### config.mk
export PLATFORM = sky130hd
export DESIGN_NAME = gnr_attractor_ctrl
export DESIGN_NICKNAME = d
export VERILOG_FILES = /design/src/rtl/gnr_ctrl_pkg.sv /design/src/rtl/gnr_attractor_ctrl.sv
export SDC_FILE = /design/constraint.sdc
export NUM_CORES = 1
export LEC_CHECK = 0
export BUFFER_PORTS_ARGS = -buffer_cell sky130_fd_sc_hd__buf_2
export CAP_MARGIN = 20
export CELL_PAD_IN_SITES_DETAIL_PLACEMENT = 2
export CELL_PAD_IN_SITES_GLOBAL_PLACEMENT = 2
export CORE_UTILIZATION = 32
export DETAILED_ROUTE_END_ITERATION = 6
export GPL_TIMING_DRIVEN = 0
export PLACE_DENSITY = 0.95
export SETUP_SLACK_MARGIN = 0.05
export SKIP_CTS_REPAIR_TIMING = 1
export SYNTH_ARGS = -nofsm -noshare
export SYNTH_HDL_FRONTEND = slang
export SYNTH_SLANG_ARGS = --single-unit
### constraint.sdc
create_clock -name clk -period 4.3 [get_ports clk]
set_clock_uncertainty 0.15 [all_clocks]
set_input_delay 0.645 -clock clk [delete_from_list [all_inputs] [get_ports clk]]
set_output_delay 0.645 -clock clk [all_outputs]
set_load 0.03 [all_outputs]
### src/rtl/gnr_ctrl_pkg.sv
// rtl/gnr_ctrl_pkg.sv - shared types and defaults for the attractor sequencer
package gnr_ctrl_pkg;

  localparam int N_NODES_DEF = 16;
  localparam int CNT_W_DEF   = 16;
  // Idle cycles between consecutive node strobes; the tortoise steps every STROBE_GAP+1 hare pulses.
  localparam int STROBE_GAP  = 1;

  typedef enum logic [2:0] {
    IDLE,
    LOAD,
    STEP,
    CHECK,
    PSTEP,
    PCHECK,
    DONE
  } state_e;

endpackage

### src/rtl/gnr_attractor_ctrl.sv
// rtl/gnr_attractor_ctrl.sv - Floyd attractor search and period measurement for a boolean node array
module gnr_attractor_ctrl
  import gnr_ctrl_pkg::*;
#(
  parameter int N_NODES = N_NODES_DEF,
  parameter int CNT_W   = CNT_W_DEF
) (
  input  logic               clk,
  input  logic               rst_n,
  input  logic               start,
  input  logic [N_NODES-1:0] init_vec,
  input  logic [CNT_W-1:0]   max_steps,
  input  logic [N_NODES-1:0] s0_vec,
  input  logic [N_NODES-1:0] s1_vec,
  output logic               reset_nos,
  output logic [N_NODES-1:0] init_state,
  output logic               start_s0,
  output logic               start_s1,
  output logic               busy,
  output logic               done,
  output logic               found,
  output logic               timeout,
  output logic [CNT_W-1:0]   step_cnt,
  output logic [CNT_W-1:0]   period,
  output logic [N_NODES-1:0] attr_state
);

  localparam logic [CNT_W-1:0] TORTOISE_DIV = CNT_W'(STROBE_GAP + 1);

  state_e state;
  logic   tortoise_aligned;

  // s0 only equals x_k against s1 = x_2k once an even number of hare pulses has gone out.
  assign tortoise_aligned = ((step_cnt % TORTOISE_DIV) == '0);

  always_ff @(posedge clk or negedge rst_n) begin
    if (!rst_n) begin
      state      <= IDLE;
      reset_nos  <= 1'b0;
      init_state <= '0;
      start_s0   <= 1'b0;
      start_s1   <= 1'b0;
      busy       <= 1'b0;
      done       <= 1'b0;
      found      <= 1'b0;
      timeout    <= 1'b0;
      step_cnt   <= '0;
      period     <= '0;
      attr_state <= '0;
    end else begin
      reset_nos  <= 1'b0;
      init_state <= '0;
      start_s0   <= 1'b0;
      start_s1   <= 1'b0;
      case (state)
        IDLE, DONE: begin
          if (start) begin
            state      <= LOAD;
            reset_nos  <= 1'b1;
            init_state <= init_vec;
            busy       <= 1'b1;
            done       <= 1'b0;
            found      <= 1'b0;
            timeout    <= 1'b0;
            step_cnt   <= '0;
            period     <= '0;
            attr_state <= '0;
          end
        end
        LOAD: begin
          state    <= STEP;
          start_s0 <= 1'b1;
          start_s1 <= 1'b1;
        end
        STEP: begin
          state    <= CHECK;
          step_cnt <= (step_cnt == '1) ? step_cnt : step_cnt + 1'b1;
        end
        CHECK: begin
          if (tortoise_aligned && (s0_vec == s1_vec)) begin
            state      <= PSTEP;
            attr_state <= s0_vec;
            found      <= 1'b1;
            start_s1   <= 1'b1;
          end else if (step_cnt == max_steps) begin
            state   <= DONE;
            timeout <= 1'b1;
            busy    <= 1'b0;
            done    <= 1'b1;
          end else begin
            state    <= STEP;
            start_s0 <= 1'b1;
            start_s1 <= 1'b1;
          end
        end
        PSTEP: begin
          state  <= PCHECK;
          period <= (period == '1) ? period : period + 1'b1;
        end
        PCHECK: begin
          if (s1_vec == attr_state) begin
            state <= DONE;
            busy  <= 1'b0;
            done  <= 1'b1;
          end else if (period == max_steps) begin
            // Budget ran out inside the cycle; found stays set, period is not meaningful.
            state   <= DONE;
            timeout <= 1'b1;
            busy    <= 1'b0;
            done    <= 1'b1;
          end else begin
            state    <= PSTEP;
            start_s1 <= 1'b1;
          end
        end
        default: begin
          state <= IDLE;
          busy  <= 1'b0;
          done  <= 1'b0;
        end
      endcase
    end
  end

endmodule

==> results of run 1 <==
==> stage by stage <==
stage | power, mW | setup WS, ns | hold slack (ns)
4_1_cts | 2.49 | 1.69 | -0.0305
2_1_floorplan | 1.40 | 2.16 | 0.199
6_report | 2.47 | 1.71 | 0.367
3_3_place_gp | 1.65 | 1.75 | 0.325
5_1_grt | 2.59 | 1.56 | 0.394
3_5_place_dp | 1.70 | 1.58 | 0.321
==> how the worst max path moves through the flow <==
| stage | slack (ns) | startpoint | endpoint | cells past startpoint |
|---|---|---|---|---|
| 6_report | 1.71 | s1_vec[7] | attr_state[8] | 7 |
| 5_1_grt | 1.56 | state[2] | period[9] | 8 |
| 4_1_cts | 1.69 | state[2] | attr_state[8] | 8 |
| 3_5_place_dp | 1.58 | s1_vec[7] | attr_state[8] | 8 |
| 3_3_place_gp | 1.75 | s1_vec[4] | attr_state[11] | 8 |
| 2_1_floorplan | 2.16 | step_cnt[6] | step_cnt[4] | 6 |
==> state kept, by name, indices dropped and copies added, names as in the netlist <==
signal	flops
start_s0	1
attr_state	16
done	1
step_cnt	16
init_state	16
period	16
timeout	1
reset_nos	1
state	3
busy	1
found	1
start_s1	1
==> kinds of logic (layout without fill, tap and decap cells) <==
| logic type | after synthesis | after routing |
|---|---|---|
| flops | 74 | 74 |
| mux | 1 | 1 |
| fa+ha+maj | 2 | 2 |
| buf+inv | 40 | 194 |
| xor+xnor | 92 | 92 |
| simple gates | 181 | 181 |
| compound gates | 43 | 43 |
==> cell type report <==
class	count	area, um2	area share (%)
sequential	74	1850	34.6
tap	172	215	4.02
clock inverter	1	7.51	0.140
multi-input combinational	319	2100	39.3
inverter	24	90.1	1.68
timing repair buffer	139	726	13.6
clock buffer	14	284	5.31
buffer	16	73.8	1.38
==> worst min-delay path, stage by stage, from the launching register on <==
cell,delay [ns]
dfrtp_1,0.36
nand2_1,0.05
o41ai_1,0.07
==> where the power goes <==
group,switching (mW),internal (mW),total [mW],leakage (nW)
sequential,0.151,0.790,0.941,0.998
clock,0.310,0.452,0.761,0.141
combinational,0.499,0.265,0.764,1.61
total,0.959,1.51,2.47,2.75
==> cell usage in the layout, fill, tap and decap left out, types with 3 or more instances in the layout <==
master       n
a31oi_1      3
inv_1       24
a21o_1       4
and2_1       3
clkbuf_1    10
xor2_1      46
nor3_1      13
nor4_1      10
buf_2      141
dfrtp_1     74
clkbuf_16    9
nor2_1      39
a21oi_1      8
and3_2       3
nand4_1     14
xnor2_1     46
o21ai_0     20
and4_1       3
or3_1        3
clkbuf_8     4
nand2_1     24
nand3_1     32
and3_1      21
buf_4        3
==> metal layers <==
layer  vias up  track usage [%]  routed length [um]
li1       1775                -                   -
met1      1971             28.7                6390
met2       112             44.5                8390
met3        32             5.06                 627
met4         0             10.5                 425
met5         -                0                   0
==> flow_summary.ini, run 1 <==
[logic_synthesis]
post-synth-top-area-fraction_pct = 45.0
yosys.area.top_type = dfrtp_1
synth_area_leaders = dfrtp_1, xnor2_1, xor2_1, nand3_1, nor2_1
ys_warn_count = 0
synth.mux.area_fraction_pct = 0.274
avgSynthCellArea_um2 = 9.50
async_flop_share_pct = 100
synth_cell_types = 44
synth_compound_area_share_pct = 6.32
synth_top_family_by_area = simple AND/OR/NAND/NOR gates
syn-instance-count = 433
ys_ff_latch = 74
synth_edf_count = 0
synth_most_common_cell = dfrtp_1
synth-simple-area-share_pct = 24.2
yosysSeqAreaShare_pct = 45.0
yosys.area_share.xor_xnor_pct = 19.6
ys.flop_type = dfrtp_1
synth_nets = 502
syn_area_mm2 = 0.00412
synthAdderAreaFrac_pct = 0.608
ys_top_cells_by_count = dfrtp_1, xnor2_1, xor2_1, nor2_1, nand3_1

[power]
p_leak_nw = 2.75
irDropWorstVdd_uv = 261
powerDensity_mw_per_mm2 = 461

[floorplan]
rows = 41
die_x_um = 115
fp.dieArea_mm2 = 0.0133
die_y_um = 115
ios = 138
initial_utilization_pct = 32.7
design.core.area_mm2 = 0.0126

[sta]
setup_tns_ns = 0
final_hold_viol_count = 0
fin_crit_sh_pct = 60.1
fmax_mhz = 387
tightest_slew_ns = 0.744
min_period_ns = 2.59
timing.slew.headroom_pct = 49.9
rsz0062_at_grt = no
drv_slew = 0
finalSetupViolations = 0

[layout]
final_nets = 652
num-fill-cells = 1392
final_util_pct = 42.5
drive_gt1_share_pct = 29.5
fin_cells = 759
final_area_mm2 = 0.00535
area_growth_pct = 29.9
n_antenna_cell = 0

[setup_path]
timing.rr.end = attr_state[8]
slowest_stage = nor3_1
reg2reg_slack_ns = 1.73
critPathMaxStageDelay_ns = 0.43
path_cells = buf_2, xnor2_1, nand4_1, nor3_1, nand3_1, clkbuf_1, o21ai_0
worstPathRequired_ns = 4.37
path_max_fanout = 10
rr_startpoint = state[2]
arrival_ns = 2.65
critPathTopFamily = simple AND/OR/NAND/NOR gates
startpoint_type = input port
setup.worst_path.end_class = flip-flop
r2r_cells = 8
crit_type = input port to flip-flop
path_buf_inv = 2

[hold_path]
holdPathStages = 2
min_path_type = flip-flop to flip-flop
hp-start = timeout
holdPathEnd = timeout

[placement]
post-place-cells = 743
place.port_buffers = 137
hpwl_um = 11400
gp_congestion = 0.854
place_area_mm2 = 0.00505

[clock_network]
htreeDepth = 3
clock-sinks = 74
clk_path_buf_depth = 2
clk_pin_slew_worst_paths_ns = 0.06
insertion_delay_ns = 0.35
cts_buffers = 9
cts-root-buf = clkbuf_16
cts_tree = done

[routing]
wl_um = 15800
ant_nets = 0
detail_route.wl_per_cell_um = 20.9
via_per_inst = 5.13
dr_total_vias = 3890
drc = 0
dr.pass1.iters = 4
drt_iter0_drc = 130

[global_routing]
antenna_found_initial = 0
grtUsageTotal_pct = 24.8
grt_start_max_net_pins = 66
grt_pass1_wl_um = 24400
overflow = 0
grt_pass1_vias = 4242

[flow_run]
drv_cap = 0

[status]
status = complete, no violations
Note: power is estimated with default switching activity, not from simulation.
==> run 2, diff against run 1 <==
CORE_UTILIZATION = 27   (was 32)
PLACE_DENSITY = 0.86   (was 0.95)
clock period = 2.2 ns   (was 4.3 ns; I/O delays follow)
==> flow_summary.ini, run 2 (synthesis gave the netlist of run 1 again) <==
[global_routing]
grt_start_max_net_pins = 48
grtUsageTotal_pct = 19.3
overflow = 0
antenna_found_initial = 0
grt_pass1_wl_um = 23400
grt_pass1_vias = 4291

[placement]
dp_slack_ns = -0.272
place.port_buffers = 137
post-place-cells = 755
gp_congestion = 0.819
hpwl_um = 11300

[layout]
final_nets = 666
drive_gt1_share_pct = 36.4
fin_cells = 786
area_growth_pct = 37.0
layout_common_cells = buf_2, dfrtp_1, xor2_1
n_antenna_cell = 0
layout_commonest_cell = buf_2

[sta]
setup_tns_ns = -0.00743
tightest_slew_ns = 0.576
fin_crit_sh_pct = 100
finalSetupViolations = 1
min_period_ns = 2.21
final_hold_viol_count = 0
drv_slew = 0
fin_ws_ns = -0.00743
fmax_mhz = 453
timing.slew.headroom_pct = 61.6
rsz0062_at_grt = yes

[clock_network]
cts_buffers = 9
clock-sinks = 74
cts_tree = done
cts-root-buf = clkbuf_16
htreeDepth = 3
insertion_delay_ns = 0.34
clk_pin_slew_worst_paths_ns = 0.06
clk_path_buf_depth = 2

[power]
irDropWorstVdd_uv = 385
powerDensity_mw_per_mm2 = 869
p_leak_nw = 2.85

[status]
violations = DRC, setup timing
status = finished, violations left

[routing]
ant_nets = 0
drt_iter0_drc = 230
wl_um = 15800
dr_total_vias = 3929
via_per_inst = 5.00
dr.pass1.iters = 7
drc = 5
detail_route.wl_per_cell_um = 20.0

[floorplan]
design.core.area_mm2 = 0.0147
rows = 44
die_x_um = 125
initial_utilization_pct = 28.0
fp.dieArea_mm2 = 0.0157
die_y_um = 125
ios = 138

[setup_path]
worstPathRequired_ns = 2.25
crit_type = flip-flop to flip-flop
path_cells = buf_6, or3b_4, or4b_4, nand3_1, xor2_1, nor2_1
startpoint_type = flip-flop
rr_startpoint = state[1]
path_max_fanout = 7
slowest_stage = or4b_4
r2r_cells = 6
arrival_ns = 2.25
critPathMaxStageDelay_ns = 0.61
reg2reg_slack_ns = -0.007
setup.worst_path.end_class = flip-flop
timing.rr.end = step_cnt[5]

[flow_run]
drv_cap = 0

[hold_path]
holdPathStages = 2
hp-start = init_vec[15]
min_path_type = input port to flip-flop
holdPathEnd = init_state[15]
## run 2: changes by cell type in the layout (fill, tap and decap cells not counted), sizes merged
cell and change:
dlymetal6s2s +1, clkinv +3, clkinvlp -1, buf +10
clkbuf +2
## run 2: worst max-delay path, delay by kind of cell, from the launching register on
kind / cells / cell delay [ns]
buffers and inverters: 1 / 0.12
AND/OR/NAND/NOR: 4 / 1.24
flip-flops: 1 / 0.34
XOR/XNOR: 1 / 0.21
## run 2: cell type report
cell class,instances,area [um2]
Multi-Input combinational cell,319,2260
Clock inverter,3,15.0
Fill cell,1609,9060
Inverter,24,90.1
Timing Repair Buffer,153,840
Tap cell,184,230
Clock buffer,13,250
Sequential cell,74,1870
Buffer,16,90.1
## run 2: stage by stage
stage / power, mW / hold slack (ns) / util [%] / area, um2
after floorplan: 2.73 / -0.116 / - / 4120
after global placement: 3.24 / 0.318 / 34.2 / 5030
after detailed placement: 3.33 / 0.140 / 34.4 / 5060
after CTS: 4.72 / -0.222 / 36.2 / 5330
after global routing: 5.16 / 0.0832 / 38.4 / 5640
final: 4.90 / 0.0890 / 38.4 / 5640
## run 2: worst max path at each step
stage / end / startpoint
floorplan: step_cnt[4] / step_cnt[6]
global placement: period[9] / state[2]
detailed placement: period[12] / state[2]
CTS: period[12] / state[2]
global route: step_cnt[5] / state[1]
finish: step_cnt[5] / state[1]
## run 2: layer usage
layer | part of all wire [%] | vias up | GRT usage [%] | routed length [um]
li1 | - | 1803 | - | -
met1 | 40 | 2006 | 22.5 | 6340
met2 | 53 | 102 | 35.0 | 8420
met3 | 4.4 | 18 | 4.24 | 691
met4 | 1.9 | 0 | 5.81 | 300
met5 | 0 | - | 0 | 0
## run 2: report_power, final
part / switching, mW / internal (mW) / total (mW)
logic: 1.07 / 0.615 / 1.68
clock network: 0.576 / 0.791 / 1.37
registers: 0.297 / 1.56 / 1.85
total: 1.94 / 2.96 / 4.90
==> run 3, diff against run 2 <==
SETUP_SLACK_MARGIN = 0.5   (was 0.05)
==> flow_summary.ini, run 3 (synthesis gave the netlist of run 1 again) <==
[status]
status = finished, violations left
violations = DRC, setup timing

[setup_path]
reg2reg_slack_ns = -0.15
setup.worst_path.end_class = flip-flop
startpoint_type = flip-flop
worstPathRequired_ns = 2.28
path_max_fanout = 5
crit_type = flip-flop to flip-flop
arrival_ns = 2.43

[routing]
drt_iter0_drc = 129
dr.pass1.iters = 7
via_per_inst = 5.13
drc = 7
detail_route.wl_per_cell_um = 25.6
wl_um = 21600
dr_total_vias = 4322
ant_nets = 0

[sta]
tightest_slew_ns = 0.521
min_period_ns = 2.35
fmax_mhz = 426
fin_ws_ns = -0.145
timing.slew.headroom_pct = 64.9
final_hold_viol_count = 0
fin_crit_sh_pct = 107
finalSetupViolations = 10
drv_slew = 0
rsz0062_at_grt = yes
holdWs_ns = 0.0698

[placement]
dp_slack_ns = -0.233
hpwl_um = 11500
gp_congestion = 0.858
place_area_mm2 = 0.00517
place.port_buffers = 137

[clock_network]
clock-sinks = 74
cts_tree = done
clk_pin_slew_worst_paths_ns = 0.07
insertion_delay_ns = 0.35
clk_path_buf_depth = 2
cts-root-buf = clkbuf_16
cts_buffers = 9
htreeDepth = 3

[floorplan]
rows = 44
ios = 138
fp.dieArea_mm2 = 0.0157
die_x_um = 125
design.core.area_mm2 = 0.0147
die_y_um = 125
initial_utilization_pct = 28.0

[power]
irDropWorstVdd_uv = 380
p_leak_nw = 3.28
powerDensity_mw_per_mm2 = 815

[global_routing]
grt_pass1_wl_um = 24000
grt_start_max_net_pins = 69
grt_pass1_vias = 4365
antenna_found_initial = 1
overflow = 0
grtUsageTotal_pct = 19.5

[layout]
area_growth_pct = 71.2
drive_gt1_share_pct = 63.4
final_area_mm2 = 0.00705
final_nets = 722
final_util_pct = 47.9
num-fill-cells = 1516
layout_common_cells = buf_2, buf_4, dfrtp_2
layout_commonest_cell = buf_2

[hold_path]
min_path_type = input port to flip-flop

[flow_run]
drv_cap = 0
==> run 3: cell types whose count changed in the layout (fill, tap and decap cells not counted), moves of 11 or more <==
| cell | before | now |
|---|---|---|
| xnor2_2 | 2 | 13 |
| buf_6 | 3 | 30 |
| buf_4 | 13 | 50 |
| nand3_1 | 30 | 9 |
| xnor2_1 | 44 | 33 |
| and3_1 | 21 | 3 |
| and3_4 | 0 | 20 |
| dfrtp_1 | 62 | 27 |
| o21ai_0 | 20 | 2 |
| o21ai_1 | 0 | 11 |
| dfrtp_2 | 12 | 47 |
| nand3_2 | 3 | 21 |
==> run 3: layer usage <==
| metal | wire, um | GRT usage (%) | share of wire [%] |
|---|---|---|---|
| met5 | 0 | 0 | 0 |
| met4 | 892 | 6.53 | 4.1 |
| met3 | 799 | 3.98 | 3.7 |
| met2 | 11600 | 35.5 | 54 |
| met1 | 8250 | 22.6 | 38 |
==> run 3: power breakdown <==
| group | leakage [nW] | switching (mW) | total, mW | internal, mW |
|---|---|---|---|---|
| Combinational | 2.21 | 1.40 | 2.30 | 0.907 |
| Sequential | 0.925 | 0.307 | 1.87 | 1.57 |
| Clock | 0.147 | 0.623 | 1.57 | 0.942 |
==> run 3: stage by stage <==
step	TNS, ns	power, mW	std cells
after global routing	-1.69	5.92	843
after floorplan	0	2.78	433
after detailed placement	-3.03	3.38	755
after global placement	-1.23	3.28	754
final	-0.625	5.74	843
after CTS	-3.14	4.93	771
==> run 3: layout make-up <==
cell class | count | area, um2 | share of cell area, %
Buffer | 16 | 176 | 2.50
Multi-Input combinational cell | 319 | 2930 | 41.6
Inverter | 24 | 90.1 | 1.28
Clock inverter | 2 | 35.0 | 0.497
Tap cell | 184 | 230 | 3.27
Antenna cell | 1 | 2.50 | 0.0355
Clock buffer | 14 | 264 | 3.75
Timing Repair Buffer | 209 | 1410 | 20.0
Sequential cell | 74 | 1910 | 27.1
==> run 3: worst max-delay path, cell delays in order (launching register included) <==
cell	delay (ns)
dfrtp_2	0.42
buf_4	0.17
xor2_1	0.15
nor4_1	0.46
nand4_1	0.26
and2_4	0.26
o41ai_4	0.36
==> run 3: path summary, 6_finish.rpt <==
path / startpoint / to / cells after the start
worst min register to register: found / found / 2
worst max-delay path: step_cnt[7] / timeout / 6
worst max register to register: step_cnt[7] / timeout / 6
min in group asynchronous: rst_n / attr_state[7] / 2
worst min-delay path: s0_vec[9] / attr_state[9] / 3
max in group asynchronous: rst_n / period[15] / 3
